### config.mk
export PLATFORM = sky130hd
export DESIGN_NAME = tilt_shade_scheduler
export DESIGN_NICKNAME = d
export VERILOG_FILES = /design/src/rtl/tilt_shade_scheduler_pkg.sv /design/src/rtl/tilt_shade_scheduler_rr_pick.sv /design/src/rtl/tilt_shade_scheduler.sv
export SDC_FILE = /design/constraint.sdc
export NUM_CORES = 1
export LEC_CHECK = 0
export CORE_MARGIN = 2
export CORE_UTILIZATION = 40
export CTS_BUF_LIST = sky130_fd_sc_hd__clkbuf_8 sky130_fd_sc_hd__clkbuf_16
export CTS_CLUSTER_SIZE = 16
export DETAILED_ROUTE_END_ITERATION = 16
export GPL_TIMING_DRIVEN = 0
export PLACE_DENSITY = 0.79
export SKIP_LAST_GASP = 1
export SYNTH_ARGS = -nofsm -noshare
export SYNTH_HDL_FRONTEND = slang
export SYNTH_SLANG_ARGS = --single-unit
export TNS_END_PERCENT = 5
### constraint.sdc
create_clock -name clk -period 9.1 [get_ports clk]
set_clock_uncertainty 0.15 [all_clocks]
set_input_delay 1.365 -clock clk [delete_from_list [all_inputs] [get_ports clk]]
set_output_delay 1.365 -clock clk [all_outputs]
set_load 0.02 [all_outputs]
### src/rtl/tilt_shade_scheduler_pkg.sv
// Shared constants, FSM encoding and gray-level helper for the tilt shade quantizer.
// shade_of() is also used by the pitch/roll color blocks.
package tilt_shade_scheduler_pkg;

  localparam int NUM_BUCKETS    = 8;
  localparam int DEF_MAX_Z      = 300;
  localparam int DEF_SHADE_STEP = 25;

  typedef enum logic [1:0] {
    ST_IDLE   = 2'd0,
    ST_SEARCH = 2'd1,
    ST_DONE   = 2'd2
  } state_t;

  // Bucket 0 is pure white; every higher bucket darkens by one step from 250.
  function automatic logic [7:0] shade_of(input logic [2:0] bucket, input int step);
    int lvl;
    if (bucket == 3'd0) lvl = 255;
    else                lvl = 250 - step * int'(bucket);
    return lvl[7:0];
  endfunction

endpackage

### src/rtl/tilt_shade_scheduler_rr_pick.sv
// Combinational round-robin pick: first set req bit after 'last', wrapping.
// Zero latency; any_req low means grant is meaningless.
module rr_pick #(
  parameter  int N_CH = 3,
  localparam int CW   = (N_CH > 1) ? $clog2(N_CH) : 1
) (
  input  logic [N_CH-1:0] req,
  input  logic [CW-1:0]   last,
  output logic [CW-1:0]   grant,
  output logic            any_req
);

  always_comb begin
    int idx;
    idx     = 0;
    grant   = '0;
    any_req = 1'b0;
    for (int off = 1; off <= N_CH; off++) begin
      idx = (int'(last) + off) % N_CH;
      if (!any_req && req[idx]) begin
        grant   = CW'(idx);
        any_req = 1'b1;
      end
    end
  end

endmodule

### src/rtl/tilt_shade_scheduler.sv
// Round-robin shares one sequential z-bucket quantizer among N_CH tilt channels.
// Latency 2..8 cycles from req sample to color_valid; req waits while busy.
module tilt_shade_scheduler
  import tilt_shade_scheduler_pkg::*;
#(
  parameter  int N_CH       = 3,
  parameter  int Z_W        = 16,
  parameter  int MAX_Z      = DEF_MAX_Z,
  parameter  int SHADE_STEP = DEF_SHADE_STEP,
  localparam int CW         = (N_CH > 1) ? $clog2(N_CH) : 1
) (
  input  logic                clk,
  input  logic                reset_n,
  input  logic [N_CH-1:0]     req,
  input  logic [N_CH*Z_W-1:0] z_in,
  output logic [N_CH-1:0]     ack,
  output logic [23:0]         color_out,
  output logic                color_valid,
  output logic [CW-1:0]       color_ch,
  output logic                busy
);

  localparam int BKT = MAX_Z / NUM_BUCKETS;

  state_t          state, state_nxt;
  logic [Z_W-1:0]  z_lat, z_sel, thr;
  logic [CW-1:0]   g, last, grant;
  logic [2:0]      k, bucket;
  logic [N_CH-1:0] ack_nxt;
  logic            any_req, hit, last_k;

  rr_pick #(.N_CH(N_CH)) u_pick (
    .req     (req),
    .last    (last),
    .grant   (grant),
    .any_req (any_req)
  );

  // One strict compare per cycle against k*b, walking from the darkest bucket down.
  always_comb begin
    thr    = Z_W'(int'(k) * BKT);
    hit    = z_lat > thr;
    last_k = (k == 3'd1);
    bucket = hit ? k : 3'd0;
  end

  always_ff @(posedge clk or negedge reset_n) begin
    if (!reset_n) state <= ST_IDLE;
    else          state <= state_nxt;
  end

  always_comb begin
    state_nxt = state;
    case (state)
      ST_IDLE:   if (any_req) state_nxt = ST_SEARCH;
      ST_SEARCH: if (hit || last_k) state_nxt = ST_DONE;
      ST_DONE:   state_nxt = ST_IDLE;
      default:   state_nxt = ST_IDLE;
    endcase
  end

  always_comb begin
    busy    = (state != ST_IDLE);
    z_sel   = '0;
    ack_nxt = '0;
    for (int i = 0; i < N_CH; i++) begin
      if (grant == CW'(i)) begin
        z_sel      = z_in[i*Z_W +: Z_W];
        ack_nxt[i] = any_req && (state == ST_IDLE);
      end
    end
  end

  always_ff @(posedge clk or negedge reset_n) begin
    if (!reset_n) begin
      z_lat       <= '0;
      g           <= '0;
      last        <= CW'(N_CH - 1);
      k           <= 3'd7;
      ack         <= '0;
      color_out   <= 24'hFFFFFF;
      color_valid <= 1'b0;
      color_ch    <= '0;
    end else begin
      ack         <= ack_nxt;
      color_valid <= 1'b0;
      case (state)
        ST_IDLE: begin
          if (any_req) begin
            z_lat <= z_sel;
            g     <= grant;
            last  <= grant;
            k     <= 3'd7;
          end
        end
        ST_SEARCH: begin
          if (hit || last_k) begin
            color_out   <= {3{shade_of(bucket, SHADE_STEP)}};
            color_valid <= 1'b1;
            color_ch    <= g;
          end else begin
            k <= k - 3'd1;
          end
        end
        default: ;
      endcase
    end
  end

endmodule

==> results of run 1 <==
final cells by class:
type                            count  area, um2  share of cell area (%)
Multi-Input combinational cell    181       1519                   40.09
Sequential cell                    38      965.9                   25.50
Timing Repair Buffer               83      825.8                   21.80
Buffer                             25      163.9                   4.326
Tap cell                           80      100.1                   2.642
Clock buffer                        6      82.58                   2.180
Inverter                           19      71.32                   1.882
Clock inverter                      2      60.06                   1.585
critical path, delay by kind of cell, from the launching register on:
family                     cells  cell delay, ns
AOI/OAI and AO/OA              5            1.41
adders and majority gates      6            1.27
and+or+nand+nor                6            1.13
DFF                            1            0.67
buffers and inverters          2            0.25
xor gates and xnor gates       1            0.13
sequential cells by signal, indices dropped and copies added (netlist names):
signal	cells
z_lat	16
color_out	8
ack	3
k	3
color_ch	2
g	2
state	2
color_valid	1
last	1
synthesized netlist by cell type (all sizes together):
| master | count | area [um2] |
|---|---|---|
| a31oi | 1 | 6.260 |
| or3 | 1 | 11.26 |
| maj3 | 2 | 20.02 |
| a21oi | 9 | 48.80 |
| a211o | 2 | 35.03 |
| buf | 20 | 145.1 |
| nor4 | 1 | 21.27 |
| nor2b | 2 | 12.51 |
| a2bb2oi | 6 | 52.55 |
| nand3 | 4 | 20.02 |
| o21a | 2 | 16.27 |
| or2b | 1 | 8.760 |
| a2111oi | 1 | 15.01 |
| nand4 | 3 | 18.77 |
| o211ai | 2 | 15.01 |
| and2 | 2 | 12.51 |
| nor2 | 5 | 18.77 |
| mux2i | 19 | 190.2 |
| o221ai | 1 | 15.01 |
| a221oi | 1 | 26.28 |
| o2bb2ai | 1 | 8.760 |
| nand2 | 29 | 108.9 |
| or2 | 2 | 15.02 |
| dfstp | 12 | 315.3 |
| a21o | 5 | 45.04 |
| clkbuf | 5 | 18.77 |
| mux2 | 20 | 225.2 |
| fa | 1 | 20.02 |
| ha | 27 | 337.8 |
| a22o | 1 | 10.01 |
| inv | 19 | 71.32 |
| xnor2 | 4 | 35.03 |
| or4 | 2 | 18.77 |
| o21ai | 19 | 95.09 |
| nor3 | 3 | 15.01 |
| a2111o | 1 | 11.26 |
| nor4b | 1 | 8.760 |
| dfrtp | 26 | 650.6 |
layer usage:
layer	share of wire [%]	GRT usage [%]
met2	51	29.02
met3	5.3	2.952
met1	42	19.57
met4	1.0	4.830
met5	0	0
worst min path at each step:
| stage | from | end | slack [ns] |
|---|---|---|---|
| floorplan | g[1] | g[1] | 0.30 |
| global placement | z_lat[9] | z_lat[9] | 0.31 |
| detailed placement | g[1] | g[1] | 0.32 |
| CTS | g[1] | g[1] | 0.34 |
| global route | g[1] | g[1] | 0.36 |
| finish | g[1] | g[1] | 0.33 |
cells by family after synthesis:
| kind of cell | share of synthesized area [%] |
|---|---|
| mux | 15.27 |
| fa+ha+maj | 13.89 |
| simple gates | 10.67 |
| compound gates | 14.72 |
| xor+xnor | 1.288 |
| buf+inv | 8.648 |
| flops | 35.51 |
stage by stage:
step                      hold slack [ns]  util (%)  std cells
after floorplan                    0.2957         -        263
after global placement             0.3120     54.64        426
after detailed placement           0.3202     54.57        426
after CTS                          0.3388     56.70        434
after global routing               0.3570     56.70        434
final                              0.3310     56.70        434
where the power goes:
| part | internal, mW | leakage, nW | total [mW] | switching [mW] |
|---|---|---|---|---|
| logic | 0.367 | 1.23 | 0.726 | 0.359 |
| clock network | 0.117 | 0.0714 | 0.180 | 0.0626 |
| registers | 0.259 | 0.453 | 0.309 | 0.0503 |
==> results.json, run 1 <==
{
  "synthToLayoutAreaGrowth_pct": 39.28,
  "grt_usage_pct": 16.14,
  "antenna_found_initial": 0,
  "drtIter0Drc": 94,
  "remaining_drc_errors": 0,
  "cp_slowest_cell": "dfstp_2",
  "dr.pass1.iters": 4,
  "via_count": 2173,
  "hold_viol_final": 0,
  "core.rowCount": 30,
  "avgRoutedWirePerCell_um": 13.28,
  "layout_common_cells": "clkdlybuf4s50_1 (82), nand2_1 (29), ha_1 (27)",
  "post_cts_buffers": 0,
  "final_common_cell": "clkdlybuf4s50_1",
  "rsz0062_at_grt": "false",
  "setup_viol": 0,
  "gp_congestion": 0.8648,
  "tritoncts": "yes",
  "cts_buffer_depth": 2,
  "r2r_start": "k[0]",
  "start_util_pct": 40.71,
  "hold_depth": 1,
  "rr_endpoint": "color_out[22]",
  "synth.net_count": 344,
  "drive_gt1_share_pct": 20.62,
  "crit_path_end": "color_out[22]",
  "numCtsBuffers": 5,
  "cp_cell_sequence": "ha_1, ha_1, ha_1, nand2_1, xnor2_1, ha_1, nand3_1, or2_4, a211o_4, a21oi_1, nand2_1, inv_1, ha_1, inv_1, ha_1, nor4b_1, o21ai_0, a2111o_1, nand4_1, a2bb2oi_1",
  "ys_seq_area_share_pct": 35.51,
  "vdd_drop_max_mv": 0.1446,
  "io_pins": 84,
  "grt_max_degree": 39,
  "period_needed_ns": 5.094,
  "setup_slack_ns": 4.006,
  "critical_path.max_fanout": 10,
  "pwr_density_cell_nw_per_um2": 320.6,
  "syn-mean-instance-area_um2": 10.34,
  "start_kind": "register",
  "root_buffer": "clkbuf_8",
  "drv_cap": 0,
  "synth_area_um2": 2720,
  "clock-sinks": 38,
  "power_mw": 1.215,
  "postRouteWirelength_mm": 5.762,
  "overflow": 0,
  "vias_per_cell": 5.007,
  "pre_cts_ws_ns": 4.314,
  "antenna_cells": 0,
  "tns_ns": 0,
  "htree_levels": 2,
  "cp-end-kind": "register",
  "cts_resized": 0,
  "ys_ff_latch": 38,
  "syn_inst": 263,
  "cpPeakStageDelay_ns": 0.67,
  "dieArea_um2": 7476,
  "required_ns": 9.17,
  "insertion_delay_ns": 0.29,
  "dp_hpwl_mm": 4.475,
  "synth_warnings": 0,
  "chipHeight_um": 86.47,
  "crit_top_cell": "ha_1",
  "nFillCells": 605,
  "die_w_um": 86.47,
  "drv_slew": 0,
  "port_buffers": 83,
  "arrival_ns": 5.16,
  "ys_types": 47,
  "relSlewSlack_pct": 45.03,
  "layout.nets": 434,
  "ctsHoldBuffers": 0,
  "final_area_um2": 3789,
  "leakagePower_nw": 1.754,
  "path_clk_slew_ns": 0.08,
  "status": "complete, no violations",
  "worstSetupPathType": "register to register",
  "r2r.worst_path.cells": 20,
  "startpoint": "k[0]",
  "fmax_mhz": 196.3,
  "place_area_um2": 3646,
  "min_path_type": "register to register",
  "grt_pass1_wl_mm": 9.763,
  "fin_crit_sh_pct": 55.98,
  "drtAntennaViolNets": 0,
  "reg2reg_slack_ns": 4.01,
  "core_um2": 6681,
  "tightest_slew_ns": 0.8246,
  "grt_pass1_vias": 2165
}
No activity file was read; power rests on OpenSTA's default activity.
==> run 2, diff against run 1 <==
Settings changed: PLACE_DENSITY 0.79 to 0.82.
Clock period 9.1 ns to 4.34 ns, I/O delays scaled along.
==> run 2 against run 1 <==
Net effect:
- first-iteration DRC count increased by 3.2%
- final cell count increased by 1.6%
- sequential share of layout area decreased by 0.74 points
- critical path depth decreased by 2
- non-clock buffer count increased by 7
- sequential power increased by 110%
- global-route usage decreased by 0.13 points
- via count increased by 3.0%
==> results.json, run 2 (synthesis gave the netlist of run 1 again) <==
{
  "via_count": 2238,
  "drive_gt1_share_pct": 25.21,
  "htree_levels": 2,
  "start_util_pct": 40.71,
  "layout.nets": 441,
  "grt_pass1_wl_mm": 9.535,
  "tritoncts": "yes",
  "path_clk_slew_ns": 0.08,
  "critical_path.max_fanout": 5,
  "cp_slowest_cell": "dfstp_2",
  "grt_pass1_vias": 2135,
  "status": "complete, no violations",
  "cp_top_family": "compound AO/OA/AOI/OAI gates",
  "core_um2": 6681,
  "antenna_cells": 0,
  "die_w_um": 86.47,
  "largest_register_ff_count": 16,
  "worstSetupPathType": "register to register",
  "place_area_um2": 3646,
  "setup_viol": 0,
  "clock-sinks": 38,
  "port_buffers": 83,
  "setup_slack_ns": 0.2123,
  "start_kind": "register",
  "final_area_um2": 3901,
  "fin_crit_sh_pct": 95.11,
  "final_util_pct": 58.39,
  "overflow": 0,
  "insertion_delay_ns": 0.30,
  "antenna_found_initial": 0,
  "cpPeakStageDelay_ns": 0.58,
  "vias_per_cell": 5.075,
  "period_needed_ns": 4.128,
  "regMostFlops": "z_lat",
  "io_pins": 84,
  "synthToLayoutAreaGrowth_pct": 43.42,
  "remaining_drc_errors": 0,
  "drv_cap": 0,
  "path_buf_inv": 1,
  "drv_slew": 0,
  "top_regs": "z_lat (16), color_out (8)",
  "dieArea_um2": 7476,
  "cts_buffer_depth": 2,
  "hold_viol_final": 0,
  "numCtsBuffers": 5,
  "fmax_mhz": 242.3,
  "root_buffer": "clkbuf_8",
  "postRouteWirelength_mm": 5.910,
  "drtAntennaViolNets": 0,
  "grtUsageMet2_pct": 28.25,
  "use_met1_pct": 20.01,
  "pre_cts_ws_ns": -0.5396,
  "drtIter0Drc": 97,
  "core.rowCount": 30,
  "grt_max_degree": 39,
  "grt_usage_pct": 16.00,
  "layout_common_cells": "clkdlybuf4s50_1 (82), nand2_1 (27), dfrtp_1 (26)",
  "crit_top_cell": "ha_4",
  "met3_usage_pct": 1.905,
  "dr.pass1.iters": 4,
  "avgRoutedWirePerCell_um": 13.40,
  "final_common_cell": "clkdlybuf4s50_1",
  "grt_busiest_layer": "met2",
  "reg2reg_slack_ns": 0.21,
  "dp_hpwl_mm": 4.490,
  "arrival_ns": 4.20,
  "min_path_type": "input port to async pin",
  "leakagePower_nw": 1.772,
  "cp-end-kind": "register",
  "pwr_density_cell_nw_per_um2": 640.2,
  "nFillCells": 549,
  "ctsHoldBuffers": 0,
  "cp_cell_sequence": "ha_4, ha_4, ha_4, nand2_2, xnor2_2, ha_1, nand3_1, or2_4, a211o_4, a211o_4, inv_4, ha_4, ha_4, nor4b_2, o21ai_1, a2111o_1, nand4_1, a2bb2oi_1",
  "gp_congestion": 0.8708,
  "relSlewSlack_pct": 45.52,
  "tightest_slew_ns": 0.8172,
  "chipHeight_um": 86.47,
  "vdd_drop_max_mv": 0.2836,
  "required_ns": 4.41
}
-- run 2: changes by cell type in the layout (fill, tap and decap cells not counted), moves of 2 or more --
cell	before	now
clkinvlp_4	0	2
buf_4	16	23
nand2_1	29	27
inv_4	0	2
ha_4	0	5
ha_1	27	22
bufinv_16	2	0
-- run 2: worst paths after layout --
check | startpoint | end | cells after the start
worst max register to register | k[0] | color_out[22] | 18
worst min-delay path | reset_n | z_lat[6] | 1
max in group asynchronous | reset_n | ack[1] | 1
min in group clk | z_lat[12] | z_lat[12] | 2
worst min register to register | z_lat[12] | z_lat[12] | 2
worst max-delay path | k[0] | color_out[22] | 18
-- run 2: stage by stage --
| step | instances | TNS (ns) | total power, mW | hold slack, ns |
|---|---|---|---|---|
| final | 441 | 0 | 2.498 | 0.2981 |
| after global routing | 441 | -0.007374 | 2.704 | 0.3583 |
| after CTS | 438 | 0 | 2.475 | 0.3276 |
| after detailed placement | 426 | -0.6861 | 2.192 | 0.3213 |
| after global placement | 426 | -0.3677 | 2.136 | 0.3132 |
| after floorplan | 263 | 0 | 1.684 | 0.2054 |
-- run 2: area by class of cell --
type | count | area [um2] | area share (%)
inverter | 19 | 76.32 | 1.956
buffer | 25 | 163.9 | 4.201
clock buffer | 5 | 68.82 | 1.764
multi-input combinational | 181 | 1629 | 41.76
sequential | 38 | 965.9 | 24.76
clock inverter | 3 | 18.77 | 0.4811
tap | 80 | 100.1 | 2.566
timing repair buffer | 90 | 878.3 | 22.51
-- run 2: layer usage --
metal  vias to the layer above  part of all wire, %
met5                         -                    0
met4                         0                  1.0
met3                         6                  3.9
met2                        64                   52
met1                      1062                   43
li1                       1106                    -
-- run 2: power by group --
group / internal, mW / leakage (nW) / total (mW) / switching, mW
registers: 0.542 / 0.453 / 0.641 / 0.0985
logic: 0.818 / 1.28 / 1.62 / 0.798
clock network: 0.111 / 0.0416 / 0.241 / 0.130
-- run 2: repair_timing --
action	in CTS	in global routing
cloned	0	0
buffers inserted	4	3
pin swaps	2	8
setup endpoints to repair	3	1
gates resized for setup	13	9
==> run 3, diff against run 2 <==
Settings changed: DONT_BUFFER_PORTS set to 1, PLACE_DENSITY 0.82 to 0.54.
==> run 3 against run 2 <==
Net effect:
- combinational power down 25%
- routed wire length is 8.0% lower
- critical path depth unchanged
- worst setup slack better by 0.0024 ns
- hold slack worse by 0.28 ns
- critical endpoint unchanged
==> results.json, run 3 (synthesis gave the netlist of run 1 again) <==
{
  "rsz0062_at_grt": "false",
  "critical_path.max_fanout": 5,
  "vdd_drop_max_mv": 0.2480,
  "min_path_type": "input port to async pin",
  "tritoncts": "yes",
  "antenna_found_initial": 0,
  "chipHeight_um": 86.47,
  "tightest_slew_ns": 0.5560,
  "swShare_pct": 44.59,
  "intPower_mw": 1.206,
  "top_regs": "z_lat (16), color_out (8)",
  "drtIter0Drc": 56,
  "layout.nets": 359,
  "cp_top_family": "compound AO/OA/AOI/OAI gates",
  "setup_viol": 0,
  "drtAntennaViolNets": 0,
  "cp_cell_sequence": "ha_4, ha_4, ha_4, nand2_1, xnor2_1, ha_1, nand3_1, or2_4, a211o_4, a211o_4, inv_4, ha_1, ha_2, nor4b_2, o21ai_1, a2111o_1, nand4_1, a2bb2oi_1",
  "port_buffers": 0,
  "fmax_mhz": 242.4,
  "start_kind": "register",
  "regMostFlops": "z_lat",
  "relSlewSlack_pct": 62.93,
  "insertion_delay_ns": 0.30,
  "pre_cts_ws_ns": -0.4399,
  "avgRoutedWirePerCell_um": 15.15,
  "postRouteWirelength_mm": 5.438,
  "comb_power_share_pct": 55.8,
  "power_mw": 2.176,
  "start_util_pct": 40.71,
  "status": "complete, no violations",
  "numCtsBuffers": 5,
  "worstSetupPathType": "register to register",
  "p_clk_share_pct": 11.1,
  "drv_slew": 0,
  "dieArea_um2": 7476,
  "hold_viol_final": 0,
  "drv_cap": 0,
  "grt_usage_pct": 15.17,
  "cts_buffer_depth": 2,
  "grt_pass1_wl_mm": 8.942,
  "layout_common_cells": "nand2_1 (27), dfrtp_1 (26), ha_1 (23), buf_4 (23), mux2i_1 (19)",
  "htree_levels": 2,
  "synthToLayoutAreaGrowth_pct": 12.70,
  "antenna_cells": 0,
  "via_count": 1915,
  "gp_congestion": 0.7760,
  "path_clk_slew_ns": 0.08,
  "r2r_start": "k[0]",
  "crit_top_cell": "ha_4",
  "remaining_drc_errors": 0,
  "p_switching_mw": 0.9704,
  "grt_pass1_vias": 1913,
  "die_w_um": 86.47,
  "path_buf_inv": 1,
  "period_needed_ns": 4.125,
  "startpoint": "k[0]",
  "pwr_density_cell_nw_per_um2": 710.0,
  "fin_crit_sh_pct": 95.05,
  "grt_max_degree": 27,
  "dp_hpwl_mm": 3.869,
  "pwr-share-seq_pct": 33.1,
  "io_pins": 84,
  "vias_per_cell": 5.334,
  "required_ns": 4.40,
  "root_buffer": "clkbuf_8",
  "final_common_cell": "nand2_1",
  "core.rowCount": 30,
  "core_um2": 6681,
  "dr.pass1.iters": 4,
  "leakagePower_nw": 1.452,
  "arrival_ns": 4.19,
  "largest_register_ff_count": 16,
  "cp-end-kind": "register",
  "drive_gt1_share_pct": 31.90,
  "cp_slowest_cell": "dfstp_2",
  "clock-sinks": 38,
  "cpPeakStageDelay_ns": 0.57,
  "setup_slack_ns": 0.2147,
  "tns_ns": 0,
  "overflow": 0
}
==> run 3: final cells by class <==
cell class                      count  area, um2
Clock buffer                        5      68.82
Inverter                           19      76.32
Fill cell                         646       3616
Buffer                             25      163.9
Multi-Input combinational cell    181       1599
Clock inverter                      3      18.77
Timing Repair Buffer                8      72.57
Sequential cell                    38      965.9
Tap cell                           80      100.1
==> run 3: worst reg2reg max path: cells and delay by family (launching register included) <==
kind,cells,cell delay [ns]
DFF,1,0.57
xor gates and xnor gates,1,0.13
and+or+nand+nor,5,0.68
adders and majority gates,6,1.16
buffers and inverters,1,0.08
AOI/OAI and AO/OA,5,1.27
==> run 3: stage by stage <==
stage / util, % / area, um2 / std cells / hold WS [ns]
after floorplan: - / 2720 / 263 / 0.2054
after global placement: 42.21 / 2820 / 343 / 0.2067
after detailed placement: 42.21 / 2820 / 343 / 0.2066
after CTS: 44.72 / 2988 / 356 / 0.01798
after global routing: 45.88 / 3065 / 359 / 0.01543
final: 45.88 / 3065 / 359 / 0.02177
==> run 3: worst paths after layout <==
kind / end / slack, ns / cells past startpoint
worst max-delay path: color_out[22] / 0.21 / 18
worst min-delay path: z_lat[9] / 0.02 / 1
worst max register to register: color_out[22] / 0.21 / 18
worst min register to register: z_lat[15] / 0.34 / 2
max in group asynchronous: z_lat[1] / 3.86 / 1
min in group clk: z_lat[15] / 0.34 / 2
==> run 3: per-layer routing <==
metal | GRT usage (%) | up-vias | part of all wire, %
met4 | 3.977 | 0 | 1.3
li1 | - | 936 | -
met5 | 0 | - | 0
met3 | 3.619 | 7 | 6.0
met2 | 25.87 | 64 | 49
met1 | 19.27 | 908 | 44
==> run 3: power groups by stage <==
stage               Combinational [mW]  Sequential (mW)  Clock [mW]
floorplan                        0.983            0.701           0
global placement                  1.14            0.730           0
detailed placement                1.16            0.734           0
CTS                               1.20            0.723       0.251
global route                      1.38            0.742       0.269
finish                            1.21            0.720       0.242
==> run 3: what timing repair did <==
action | 4_1_cts | 5_1_grt
gates cloned | 0 | 0
hold buffers | 1 | 0
gates resized for setup | 11 | 8
hold endpoints to repair | 26 | 0
buffers inserted | 4 | 3
setup endpoints to repair | 2 | 1
pin swaps | 1 | 10
